**config.mk**
```make
export PLATFORM = sky130hd
export DESIGN_NAME = divider_32by16
export DESIGN_NICKNAME = d
export VERILOG_FILES = /design/src/rtl/div_pkg.sv /design/src/rtl/divider_step.sv /design/src/rtl/divider_32by16.sv
export SDC_FILE = /design/constraint.sdc
export NUM_CORES = 1
export LEC_CHECK = 0
export BUFFER_PORTS_ARGS = -buffer_cell sky130_fd_sc_hd__buf_2
export CORE_AREA = 2 2 89 113
export DETAILED_ROUTE_END_ITERATION = 8
export DIE_AREA = 0 0 91 115
export HOLD_SLACK_MARGIN = 0.1
export PLACE_DENSITY_LB_ADDON = 0.2
export SLEW_MARGIN = 20
export SYNTH_ARGS = -nofsm -noshare
export SYNTH_HDL_FRONTEND = slang
export SYNTH_SLANG_ARGS = --single-unit
```
**constraint.sdc**
```tcl
create_clock -name clk -period 2.8 [get_ports clk]
set_input_delay 0 -clock clk [delete_from_list [all_inputs] [get_ports clk]]
set_output_delay 0 -clock clk [all_outputs]
set_load 0.01 [all_outputs]
```
**src/rtl/div_pkg.sv**
```systemverilog
// div_pkg: shared state encoding and width helper for the iterative divider.
package div_pkg;

  typedef enum logic [1:0] {
    ST_IDLE = 2'd0,
    ST_CALC = 2'd1,
    ST_DONE = 2'd2
  } state_t;

  function automatic int clog2(input int n);
    int w;
    w = 0;
    while ((1 << w) < n) w++;
    return w;
  endfunction

endpackage

```
**src/rtl/divider_step.sv**
```systemverilog
// divider_step: one restoring-division step, shifting the next dividend bit into the partial remainder.
module divider_step #(
  parameter int N = 16
) (
  input  logic [N-1:0] r,
  input  logic [N-1:0] q,
  input  logic [N-1:0] divisor,
  output logic [N-1:0] r_next,
  output logic [N-1:0] q_next
);

  logic [N:0] t;
  logic [N:0] diff;
  logic       ge;

  // Compare on N+1 bits so the bit shifted out of r still counts.
  always_comb begin
    t      = {r, q[N-1]};
    diff   = t - {1'b0, divisor};
    ge     = t >= {1'b0, divisor};
    r_next = ge ? diff[N-1:0] : t[N-1:0];
    q_next = {q[N-2:0], ge};
  end

endmodule

```
**src/rtl/divider_32by16.sv**
```systemverilog
// divider_32by16: iterative restoring 2N/N unsigned divider, one quotient bit per clock, valid/ready handshake.
module divider_32by16
  import div_pkg::*;
#(
  parameter int N = 16
) (
  input  logic           clk,
  input  logic           rst_n,
  input  logic           in_valid,
  output logic           in_ready,
  input  logic [2*N-1:0] dividend,
  input  logic [N-1:0]   divisor,
  output logic           out_valid,
  input  logic           out_ready,
  output logic [N-1:0]   quotient,
  output logic [N-1:0]   remainder,
  output logic           div_zero,
  output logic           overflow
);

  localparam int CW = clog2(N);

  state_t         state_q, state_d;
  logic [CW-1:0]  cnt_q, cnt_d;
  logic [N-1:0]   r_q, r_d, q_q, q_d, dvs_q, dvs_d;
  logic           out_valid_q, out_valid_d, div_zero_q, div_zero_d, overflow_q, overflow_d;
  logic [N-1:0]   r_step, q_step;
  logic [N-1:0]   hi, lo;

  assign hi = dividend[2*N-1:N];
  assign lo = dividend[N-1:0];

  divider_step #(.N(N)) u_step (
    .r      (r_q),
    .q      (q_q),
    .divisor(dvs_q),
    .r_next (r_step),
    .q_next (q_step)
  );

  // r_q/q_q double as the working registers and the result outputs.
  always_comb begin
    state_d     = state_q;
    cnt_d       = cnt_q;
    r_d         = r_q;
    q_d         = q_q;
    dvs_d       = dvs_q;
    out_valid_d = out_valid_q;
    div_zero_d  = div_zero_q;
    overflow_d  = overflow_q;
    case (state_q)
      ST_IDLE: if (in_valid) begin
        dvs_d       = divisor;
        cnt_d       = '0;
        div_zero_d  = divisor == '0;
        overflow_d  = divisor != '0 && hi >= divisor;
        if (divisor == '0) begin
          state_d     = ST_DONE;
          out_valid_d = 1'b1;
          q_d         = '1;
          r_d         = lo;
        end else if (hi >= divisor) begin
          state_d     = ST_DONE;
          out_valid_d = 1'b1;
          q_d         = '1;
          r_d         = '0;
        end else begin
          state_d = ST_CALC;
          r_d     = hi;
          q_d     = lo;
        end
      end
      ST_CALC: begin
        r_d   = r_step;
        q_d   = q_step;
        cnt_d = cnt_q + 1'b1;
        if (cnt_q == CW'(N-1)) begin
          state_d     = ST_DONE;
          out_valid_d = 1'b1;
        end
      end
      ST_DONE: if (out_ready) begin
        state_d     = ST_IDLE;
        out_valid_d = 1'b0;
      end
      default: state_d = ST_IDLE;
    endcase
  end

  always_ff @(posedge clk or negedge rst_n) begin
    if (!rst_n) begin
      state_q     <= ST_IDLE;
      cnt_q       <= '0;
      r_q         <= '0;
      q_q         <= '0;
      dvs_q       <= '0;
      out_valid_q <= 1'b0;
      div_zero_q  <= 1'b0;
      overflow_q  <= 1'b0;
    end else begin
      state_q     <= state_d;
      cnt_q       <= cnt_d;
      r_q         <= r_d;
      q_q         <= q_d;
      dvs_q       <= dvs_d;
      out_valid_q <= out_valid_d;
      div_zero_q  <= div_zero_d;
      overflow_q  <= overflow_d;
    end
  end

  assign in_ready  = state_q == ST_IDLE;
  assign out_valid = out_valid_q;
  assign quotient  = q_q;
  assign remainder = r_q;
  assign div_zero  = div_zero_q;
  assign overflow  = overflow_q;

endmodule

```
==> summary.txt, run 1 <==
Route
  • Total number of vias: 4185
  • Vias per cell: roughly 5.6
  • DRC errors left: 0
  • First-pass DRT Iterations: 5
  • DR iter-0 viols: about 260
  • Drt wl/cell: roughly 18 um
  • ANT nets after route: 0
  • Final wirelength: 13.39 mm

CTS
  • H-tree Lvls: 3
  • Num CTS Buffers: 9
  • Root buffer cell: clkbuf_16
  • Num Clock Sinks: between 50 and 60
  • Worst skew pair latency: 0.33 ns
  • CTS max path bufs: 2
  • CTS tree: built
  • Register clock-pin slew on the reported worst setup and hold paths: 0.05 ns

Synth
  • Asr flop ratio synth: 100.0%
  • Compound-Gate Fraction of Synth Area: 25.39%
  • Xor-xnor portion of the synthesized cell area: 3.031%
  • Largest family of logic cells by synthesized area: compound AO/OA/AOI/OAI gates
  • Syn_nets: 561
  • Yosys warns: 0
  • Post-synth EDFFs: 0
  • Synth Instances: 475
  • Number of register bits inferred by synthesis: 57
  • Post-Synth Simple-Gate Area: 18.37%
  • Cell variety after synth: 58
  • Dominant synthesized flop cell: dfrtp_1
  • Avg Cell Area, Syn: 8.516 um2
  • Register area share after synthesis: 35.26%
  • Mux cell area share after synthesis: 1.299%
  • Synth Area in Adders: around 11%
  • Synthesized area: 0.004045 mm2

Placement
  • Gpl congestion: roughly 0.85
  • Port Buffer Count: 87
  • Final HPWL from detailed placement: 9.737 mm

Power
  • Cell Int Power: about 3.9 mW
  • Power Density: 1300 mW/mm2
  • Clock group share of total power: 16.1%
  • Logic pwr share: 61.9%
  • Leakage: around 2.6 nW
  • VDD IR max: 0.0005148 V
  • Switch Pwr: 3.239 mW
  • Sequential cell fraction of total power: 22.0%
  • Net Sw Frac: 45.69%

STA
  • Worst Skew: slightly below 0.006 ns
  • Fin crit share: 95.90%
  • Sum of negative setup slack: 0 ns
  • Max-slew violations: 0
  • RSZ-0062 raised after global routing: no
  • Final min period: 2.685 ns
  • Final Hold Violating Endpoints: 0
  • F_max: around 370 MHz
  • Tightest Pin Transition: around 0.78 ns
  • WHS: 0.1134 ns
  • Slew headroom: 47.67%
  • Final setup viols: 0

GRT
  • Largest net degree at the start of global routing: 58
  • Tot GR Track Use: 26.48%
  • Initial antenna violation count: 0
  • Global-route wire length before repair: 21.65 mm
  • Vias in the first global route: 4219
  • Grt total ovfl: 0

Layout
  • Area of the multi-input gates: about 0.0024 mm2
  • Reg area: 0.001426 mm2
  • P&R area growth vs syn: 34.83%
  • Layout cell share with drive strength beyond 1: 22.62%
  • Fill cells: 897
  • Nets@finish: 700
  • # diodes: 0

Floorplan
  • Die Area: around 0.010 mm2
  • Chip width: 91 um
  • Die Height: roughly 120 um
  • Core area: approximately 0.0094 mm2
  • Initial Utilization: 42.99%
  • I/O Pins: 88
  • Row cnt: 40

Run
  • Max cap viols: 0

Min path
  • Min-delay worst type: primary input to flip-flop

Setup path
  • Crit. End Element: flip-flop
  • Worst EP required: 3.04 ns
  • CP startpoint kind: primary input
  • Setup CP Type: primary input to flip-flop
  • Worst path arrival time: slightly below 3 ns
  • Crit-path max FO: 6

Outcome
  • Status: complete, no violations
through the flow:
| step | cells | area [um2] | setup WS, ns | util (%) | power, mW |
|---|---|---|---|---|---|
| after floorplan | 475 | 4045 | 0.3971 | - | 4.483 |
| after global placement | 686 | 4701 | 0.1092 | 49.96 | 5.696 |
| after detailed placement | 686 | 4701 | 0.01554 | 49.96 | 5.755 |
| after CTS | 741 | 5409 | 0.06737 | 57.49 | 6.998 |
| after global routing | 745 | 5454 | 0.001851 | 57.97 | 7.635 |
| final | 745 | 5454 | 0.1148 | 57.97 | 7.091 |
path summary, 6_finish.rpt:
check	startpoint	endpoint	slack, ns	cells past startpoint
max reg2reg	remainder[2]$_DFFE_PN0P_	remainder[5]$_DFFE_PN0P_	0.17	8
min	dividend[19]	remainder[3]$_DFFE_PN0P_	0.11	3
max in group asynchronous	rst_n	dvs_q[7]$_DFFE_PN0P_	1.95	3
min in group asynchronous	rst_n	quotient[2]$_DFFE_PN0P_	0.36	3
max	divisor[2]	remainder[13]$_DFFE_PN0P_	0.11	11
min reg2reg	div_zero$_DFFE_PN0P_	div_zero$_DFFE_PN0P_	0.48	2
cells in the mapped netlist (all sizes together), types with 8 or more instances:
cell type,instances,area (um2)
nand2,68,255.2
dfrtp,57,1426
o21ai,46,234.0
inv,39,146.4
ha,33,412.9
nor2,26,97.59
a21oi,17,88.84
a22oi,17,127.6
clkbuf,17,63.81
nor3,17,96.35
nand3,15,75.07
a31oi,9,62.56
xnor2,8,70.07
logic make-up after synthesis:
group | count (synthesis)
AND/OR/NAND/NOR | 159
multiplexers | 5
AO/OA/AOI/OAI | 145
flip-flops | 57
adder cells (fa/ha/maj) | 34
buffers and inverters | 61
XOR/XNOR | 14
layer usage:
layer | vias up | share of wire (%) | track usage (%)
met5 | - | 0 | 0
met4 | 0 | 4.7 | 14.55
met3 | 44 | 4.0 | 3.670
met2 | 160 | 49 | 45.58
met1 | 1968 | 42 | 32.18
li1 | 2013 | - | -
registers in the layout, summed over array words and instances (netlist names):
register and count:
quotient 16, remainder 16, overflow 1, div_zero 1, state_q 2, dvs_q 16
cnt_q 4, out_valid 1
layout make-up:
type	instances	area share (%)
Inverter	39	2.684
Clock inverter	2	0.6423
Clock buffer	14	5.024
Multi-Input combinational cell	357	44.16
Sequential cell	57	26.15
Timing Repair Buffer	150	18.44
Tap cell	126	2.891
power groups by stage:
| stage | registers, mW | logic, mW | clock network (mW) |
|---|---|---|---|
| floorplan | 1.61 | 2.88 | 0 |
| global placement | 1.56 | 4.14 | 0 |
| detailed placement | 1.56 | 4.20 | 0 |
| CTS | 1.55 | 4.30 | 1.14 |
| global route | 1.62 | 4.83 | 1.19 |
| finish | 1.56 | 4.39 | 1.14 |
timing repair:
item,4_1_cts,5_1_grt
buffers inserted,0,4
setup endpoints to repair,2,9
endpoints found under the hold margin,99,0
pin swaps,0,1
gates resized for setup,2,2
hold buffers,39,0
worst max-delay path, stage by stage:
cell and delay, ns:
dlygate4sd3_1 0.55, buf_2 0.15, inv_1 0.05, ha_1 0.28, a211o_1 0.29, a31oi_1 0.20, o221ai_2 0.19, a211o_4 0.42
nor2_1 0.37, a41oi_1 0.19, a31oi_1 0.24
cell usage in the layout (no fill, tap or decap), drive strengths merged, types with 3 or more instances in the layout:
cell type / n
a211o: 4
a211oi: 6
a21boi: 3
a21o: 3
a21oi: 17
a221oi: 6
a22oi: 17
a31oi: 9
and2: 4
and3: 4
buf: 111
clkbuf: 14
dfrtp: 57
dlygate4sd3: 39
ha: 33
inv: 39
mux2i: 3
nand2: 68
nand2b: 4
nand3: 15
nand3b: 3
nand4: 4
nor2: 26
nor2b: 4
nor3: 17
nor4: 7
o21a: 3
o21ai: 46
o31ai: 6
o41ai: 7
xnor2: 8
xor2: 6
Power figures use the tool's default switching activity.
==> inputs of run 2 (changes only) <==
--- a/config.mk
+++ b/config.mk
@@ -6,11 +6,13 @@
 export NUM_CORES = 1
 export LEC_CHECK = 0
 export BUFFER_PORTS_ARGS = -buffer_cell sky130_fd_sc_hd__buf_2
-export CORE_AREA = 2 2 89 113
+export CORE_AREA = 2 2 93 118
 export DETAILED_ROUTE_END_ITERATION = 8
-export DIE_AREA = 0 0 91 115
+export DIE_AREA = 0 0 95 120
 export HOLD_SLACK_MARGIN = 0.1
+export MAX_ROUTING_LAYER = met4
 export PLACE_DENSITY_LB_ADDON = 0.2
+export RECOVER_POWER = 25
 export SLEW_MARGIN = 20
 export SYNTH_ARGS = -nofsm -noshare
 export SYNTH_HDL_FRONTEND = slang
==> run 2 against run 1 <==
Non-clock buffer count is 2 lower. Worst setup slack better by 0.013 ns. Largest power group unchanged. Critical endpoint is now remainder[14]$_DFFE_PN0P_. Clock power is 7% lower. First-iteration DRC count is 3.4% lower. Power is 2.1% lower. Maximum frequency is 0.47% higher. Clock skew is 0.00077 ns higher.
==> summary.txt, run 2 (synthesis results as in run 1) <==
Setup path
  • Setup CP Type: flip-flop to flip-flop
  • Crit-path max FO: 3 (-3)
  • Worst path arrival time: 2.87 ns (-0.06 ns)
  • CP startpoint kind: flip-flop
  • Crit. End Element: flip-flop
  • Worst EP required: 3.00 ns (-0.04 ns)

CTS
  • Root buffer cell: clkbuf_16
  • Num CTS Buffers: 9 (unchanged)
  • Num Clock Sinks: 57 (unchanged)
  • CTS max path bufs: 2 (unchanged)
  • H-tree Lvls: 3 (unchanged)
  • CTS tree: built
  • Worst skew pair latency: 0.32 ns (about the same)
  • Register clock-pin slew on the reported worst setup and hold paths: 0.05 ns (about the same)

STA
  • RSZ-0062 raised after global routing: no
  • Final Hold Violating Endpoints: 0 (unchanged)
  • Worst Skew: 0.006599 ns (+0.0007704 ns)
  • Tightest Pin Transition: 0.8298 ns (+0.04571 ns)
  • F_max: 374.1 MHz (+0.47%)
  • Max-slew violations: 0 (unchanged)
  • Slew headroom: 44.68% (-3.0 points)
  • Sum of negative setup slack: 0 ns (unchanged)
  • Final min period: 2.673 ns (-0.01250 ns)
  • Fin crit share: 95.46% (-0.45 points)
  • Final setup viols: 0 (unchanged)

Floorplan
  • Row cnt: 42 (+5.0%)
  • Die Area: 0.01140 mm2 (+8.9%)
  • Initial Utilization: 39.07% (-3.9 points)
  • Core area: 0.01035 mm2 (+10%)
  • Chip width: 95 um (+4.4%)
  • Die Height: 120 um (+4.3%)
  • I/O Pins: 88 (unchanged)

Layout
  • Design Area, Final: 0.005389 mm2 (-1.2%)
  • P&R area growth vs syn: 33.22%
  • Nets@finish: 698 (-0.29%)
  • # diodes: 0 (unchanged)
  • Most common cell after layout, fill and taps aside: nand2_1
  • Most frequent cells in the layout: 68 x nand2_1, 62 x buf_2, 57 x dfrtp_1
  • Layout cell share with drive strength beyond 1: 18.64% (-4.0 points)

Min path
  • Min-delay worst type: primary input to flip-flop

Outcome
  • Status: complete, no violations

Placement
  • Port Buffer Count: 87 (unchanged)
  • Final HPWL from detailed placement: 10.34 mm (+6.2%)
  • Gpl congestion: 0.9453 (+12%)
  • Area after DPL: 0.004716 mm2 (+0.32%)

Run
  • Max cap viols: 0 (unchanged)

Route
  • Vias per cell: 5.530 (-1.6%)
  • Final wirelength: 13.55 mm (+1.2%)
  • ANT nets after route: 0 (unchanged)
  • DR iter-0 viols: 254 (-3.4%)
  • Total number of vias: 4142 (-1.0%)
  • First-pass DRT Iterations: 5 (unchanged)
  • Drt wl/cell: 18.09 um (+0.70%)
  • DRC errors left: 0 (unchanged)

GRT
  • Grt total ovfl: 0 (unchanged)
  • Largest net degree at the start of global routing: 45 (-22%)
  • Tot GR Track Use: 25.61% (-0.88 points)
  • Initial antenna violation count: 0 (unchanged)
  • Global-route wire length before repair: 21.74 mm (+0.44%)
  • Vias in the first global route: 4318 (+2.3%)

Power
  • VDD IR max: 0.0004169 V (-19%)
  • Leakage: 2.526 nW (-3.4%)
  • Power Density: 1289 mW/mm2 (-0.89%)
==> run 2: cell type report <==
class	instances	area (um2)
fill	989	4964
clock inverter	2	10.01
timing repair buffer	148	957.2
tap	132	165.2
clock buffer	14	284.0
multi-input combinational	357	2400
sequential	57	1426
inverter	39	146.4
==> run 2: per-stage QoR <==
stage	total power, mW	cells	setup slack, ns	hold WS, ns	utilization [%]
3_5_place_dp	5.827	693	0.06769	-0.06990	45.55
4_1_cts	6.972	747	0.03205	0.1091	52.07
3_3_place_gp	5.754	693	0.1240	-0.07544	45.55
6_report	6.944	749	0.1273	0.1225	52.05
2_1_floorplan	4.483	475	0.3971	-0.2956	-
5_1_grt	7.537	749	0.01909	0.1490	52.05
==> run 2: what timing repair did <==
item                       in CTS  in global routing
setup endpoints to repair       0                 14
hold endpoints to repair       55                  0
hold buffers                   38                  0
buffers inserted                0                  2
gates resized for setup         0                  3
==> run 2: worst paths after layout <==
kind	from	endpoint	slack [ns]	depth (start not counted)
max in group asynchronous	rst_n	dvs_q[9]$_DFFE_PN0P_	1.44	3
worst min register to register	div_zero$_DFFE_PN0P_	div_zero$_DFFE_PN0P_	0.50	2
worst min-delay path	dividend[28]	remainder[12]$_DFFE_PN0P_	0.12	5
min in group asynchronous	rst_n	quotient[0]$_DFFE_PN0P_	0.29	2
worst max-delay path	quotient[15]$_DFFE_PN0P_	remainder[14]$_DFFE_PN0P_	0.13	11
worst max register to register	quotient[15]$_DFFE_PN0P_	remainder[14]$_DFFE_PN0P_	0.13	11
==> run 2: report_power, final <==
part,internal [mW],leakage (nW),switching [mW]
Clock,0.691,0.149,0.364
Combinational,1.81,1.68,2.49
Sequential,1.24,0.695,0.344
==> run 2: routing by layer <==
layer  track usage (%)  wire length (um)  vias up
met3             3.955               560       32
met5                 -                 0        -
li1                  -                 -     2002
met4             10.96               435        0
met1             28.98              5580     1978
met2             44.33              6975      130
==> run 2: worst max-delay path, stage by stage (launching register included) <==
cell and delay, ns:
dfrtp_1 0.38, inv_1 0.09, ha_1 0.23, fa_1 0.41
nor2b_1 0.18, o31ai_1 0.10, buf_4 0.15, a21boi_1 0.22
o21ai_0 0.17, mux2i_1 0.17, nor4_1 0.37, nor4_2 0.08
==> inputs of run 3 (changes only) <==
--- a/config.mk
+++ b/config.mk
@@ -7,6 +7,7 @@
 export LEC_CHECK = 0
 export BUFFER_PORTS_ARGS = -buffer_cell sky130_fd_sc_hd__buf_2
 export CORE_AREA = 2 2 93 118
+export CTS_BUF_LIST = sky130_fd_sc_hd__clkbuf_4 sky130_fd_sc_hd__clkbuf_8 sky130_fd_sc_hd__clkbuf_16
 export DETAILED_ROUTE_END_ITERATION = 8
 export DIE_AREA = 0 0 95 120
 export HOLD_SLACK_MARGIN = 0.1
==> run 3 against run 2 <==
Clock power about the same. Critical path depth did not move. Global-route usage is essentially flat. Register-to-register slack worse by 0.04 ns. Die area did not move. Via count grew 0.72%. Cell area about the same.
==> summary.txt, run 3 (synthesis results as in run 1) <==
Outcome
  • Status: complete, no violations

Setup path
  • Worst stage delay on the critical path: 0.41 ns (about the same)
  • Worst path slowest cell: fa_1
  • Worst EP required: 2.99 ns (about the same)
  • Reg-to-reg endpoint: remainder[14]$_DFFE_PN0P_
  • Crit. End Element: flip-flop
  • Crit-path max FO: 3 (unchanged)
  • Cell family with the largest share of critical-path delay: adder cells
  • Setup CP Type: flip-flop to flip-flop
  • CP startpoint kind: flip-flop
  • Critical R2R Launch: quotient[15]$_DFFE_PN0P_
  • WP buf/inv: 2 (unchanged)
  • Worst path cell trace: inv_1 -> ha_1 -> fa_1 -> nor2b_1 -> o31ai_1 -> buf_4 -> a21boi_1 -> o21ai_0 -> mux2i_1 -> nor4_1 -> nor4_2
  • Worst path arrival time: 2.91 ns (+0.04 ns)
  • R2R setup slack: 0.09 ns (-0.04 ns)
  • Reg2reg path depth: 11 (unchanged)

Layout
  • Non-filler cells, final: 749 (unchanged)
  • Area of the multi-input gates: 0.002400 mm2 (unchanged)
  • Design Area, Final: 0.005393 mm2 (about the same)
  • Most frequent cells in the layout: 68 x nand2_1, 62 x buf_2, 57 x dfrtp_1
  • P&R area growth vs syn: 33.31% (about the same)
  • Most common cell after layout, fill and taps aside: nand2_1
  • Fill cells: 988 (-0.10%)
  • # diodes: 0 (unchanged)
  • Layout cell share with drive strength beyond 1: 18.80% (+0.16 points)
  • Nets@finish: 698 (unchanged)
  • Reg area: 0.001426 mm2 (unchanged)

Min path
  • Worst Hold Path Cells: 5 (unchanged)
  • Startpoint of the worst hold path: dividend[28]
  • Min-delay worst type: primary input to flip-flop
  • WHS Endpoint: remainder[12]$_DFFE_PN0P_

Power
  • Sequential cell fraction of total power: 22.8% (about the same)
  • Clock group share of total power: 15.3% (about the same)
  • Leakage: 2.529 nW (+0.14%)
  • Switch Pwr: 3.214 mW (+0.33%)
  • Tot Pwr: 6.964 mW (+0.29%)
  • VDD IR max: 0.0004171 V (about the same)
  • Power Density: 1291 mW/mm2 (+0.22%)
  • Cell Int Power: 3.750 mW (+0.25%)
  • Net Sw Frac: 46.15% (about the same)
  • Logic pwr share: 61.9% (about the same)

GRT
  • Initial antenna violation count: 0 (unchanged)
  • Grt total ovfl: 0 (unchanged)
  • Global-route wire length before repair: 21.80 mm (+0.26%)
  • Vias in the first global route: 4322 (+0.093%)
  • Tot GR Track Use: 25.65% (+0.040 points)
  • Largest net degree at the start of global routing: 45 (unchanged)

STA
  • Final min period: 2.713 ns (+0.03979 ns)
  • RSZ-0062 raised after global routing: no
  • Tightest Pin Transition: 0.8372 ns (+0.007399 ns)
  • Max-slew violations: 0 (unchanged)
  • F_max: 368.7 MHz (-1.5%)
  • Sum of negative setup slack: 0 ns (unchanged)
  • Final Hold Violating Endpoints: 0 (unchanged)
  • Worst Skew: 0.008138 ns (+0.001539 ns)
  • Slew headroom: 44.19% (-0.49 points)
  • Fin crit share: 96.88% (+1.4 points)
  • WHS: 0.1215 ns (-0.0009820 ns)
  • Final setup viols: 0 (unchanged)

CTS
  • CTS tree: built
  • H-tree Lvls: 3 (unchanged)
  • Register clock-pin slew on the reported worst setup and hold paths: 0.05 ns (about the same)
  • Num CTS Buffers: 9 (unchanged)
  • Worst skew pair latency: 0.33 ns (about the same)
  • CTS max path bufs: 2 (unchanged)
  • Num Clock Sinks: 57 (unchanged)
  • Root buffer cell: clkbuf_16

Floorplan
  • Die Area: 0.01140 mm2 (unchanged)
  • Initial Utilization: 39.07% (unchanged)
  • Row cnt: 42 (unchanged)
  • Die Height: 120 um (unchanged)
  • I/O Pins: 88 (unchanged)
  • Core area: 0.01035 mm2 (unchanged)
  • Chip width: 95 um (unchanged)

Route
  • DRC errors left: 0 (unchanged)
  • Drt wl/cell: 18.21 um (+0.65%)
  • Total number of vias: 4172 (+0.72%)
  • ANT nets after route: 0 (unchanged)
  • Final wirelength: 13.64 mm (+0.65%)
  • DR iter-0 viols: 219 (-14%)
  • Vias per cell: 5.570 (+0.72%)
  • First-pass DRT Iterations: 5 (unchanged)

Placement
  • Area after DPL: 0.004716 mm2 (unchanged)
  • Gpl congestion: 0.9453 (unchanged)
  • Final HPWL from detailed placement: 10.34 mm (unchanged)
  • Port Buffer Count: 87 (unchanged)
  • Cell count after placement: 693 (unchanged)

Run
  • Max cap viols: 0 (unchanged)
[run 3: cell types whose count changed in the layout (fill, tap and decap cells not counted)]
cell      delta
clkbuf_1     -1
clkbuf_4     +1
[run 3: worst max path at each step]
stage	startpoint	to	slack [ns]	cells past startpoint
floorplan	remainder[9]$_DFFE_PN0P_	remainder[3]$_DFFE_PN0P_	0.40	9
global placement	remainder[10]$_DFFE_PN0P_	remainder[0]$_DFFE_PN0P_	0.12	8
detailed placement	remainder[10]$_DFFE_PN0P_	remainder[3]$_DFFE_PN0P_	0.07	8
CTS	remainder[10]$_DFFE_PN0P_	remainder[9]$_DFFE_PN0P_	0.03	8
global route	remainder[10]$_DFFE_PN0P_	remainder[7]$_DFFE_PN0P_	0.01	8
finish	quotient[15]$_DFFE_PN0P_	remainder[14]$_DFFE_PN0P_	0.09	11
[run 3: through the flow]
| step | utilization [%] | setup WS, ns |
|---|---|---|
| final | 52.09 | 0.08747 |
| after global routing | 52.09 | 0.01500 |
| after CTS | 52.10 | 0.03205 |
| after detailed placement | 45.55 | 0.06769 |
| after global placement | 45.55 | 0.1240 |
| after floorplan | - | 0.3971 |
[run 3: timing repair]
item	CTS	global route
endpoints found under the hold margin	55	0
buffers inserted	0	2
hold buffers	38	0
gates resized for setup	0	3
endpoints found under the setup margin	0	15
[run 3: worst register-to-register path: stages (launching register included)]
cell and delay [ns]:
dfrtp_1 0.39, inv_1 0.09, ha_1 0.23, fa_1 0.41
nor2b_1 0.18, o31ai_1 0.10, buf_4 0.15, a21boi_1 0.22
o21ai_0 0.18, mux2i_1 0.17, nor4_1 0.37, nor4_2 0.08
[run 3: layout make-up]
class | instances | area share, %
clock buffer | 14 | 5.336
clock inverter | 2 | 0.1856
sequential | 57 | 26.45
multi-input combinational | 357 | 44.50
timing repair buffer | 148 | 17.75
tap | 132 | 3.063
inverter | 39 | 2.715
[run 3: routing by layer]
layer,track usage (%),routed length (um),vias to the layer above
met5,-,0,-
met4,11.59,454,0
met3,3.955,579,39
met2,44.02,6980,142
met1,29.10,5625,1991
li1,-,-,2000
[run 3: power groups by stage]
stage / combinational (mW) / sequential (mW) / clock [mW]
4_1_cts: 4.32 / 1.58 / 1.09
3_5_place_dp: 4.24 / 1.58 / 0
2_1_floorplan: 2.88 / 1.61 / 0
3_3_place_gp: 4.18 / 1.57 / 0
5_1_grt: 4.79 / 1.64 / 1.13
6_report: 4.31 / 1.59 / 1.07
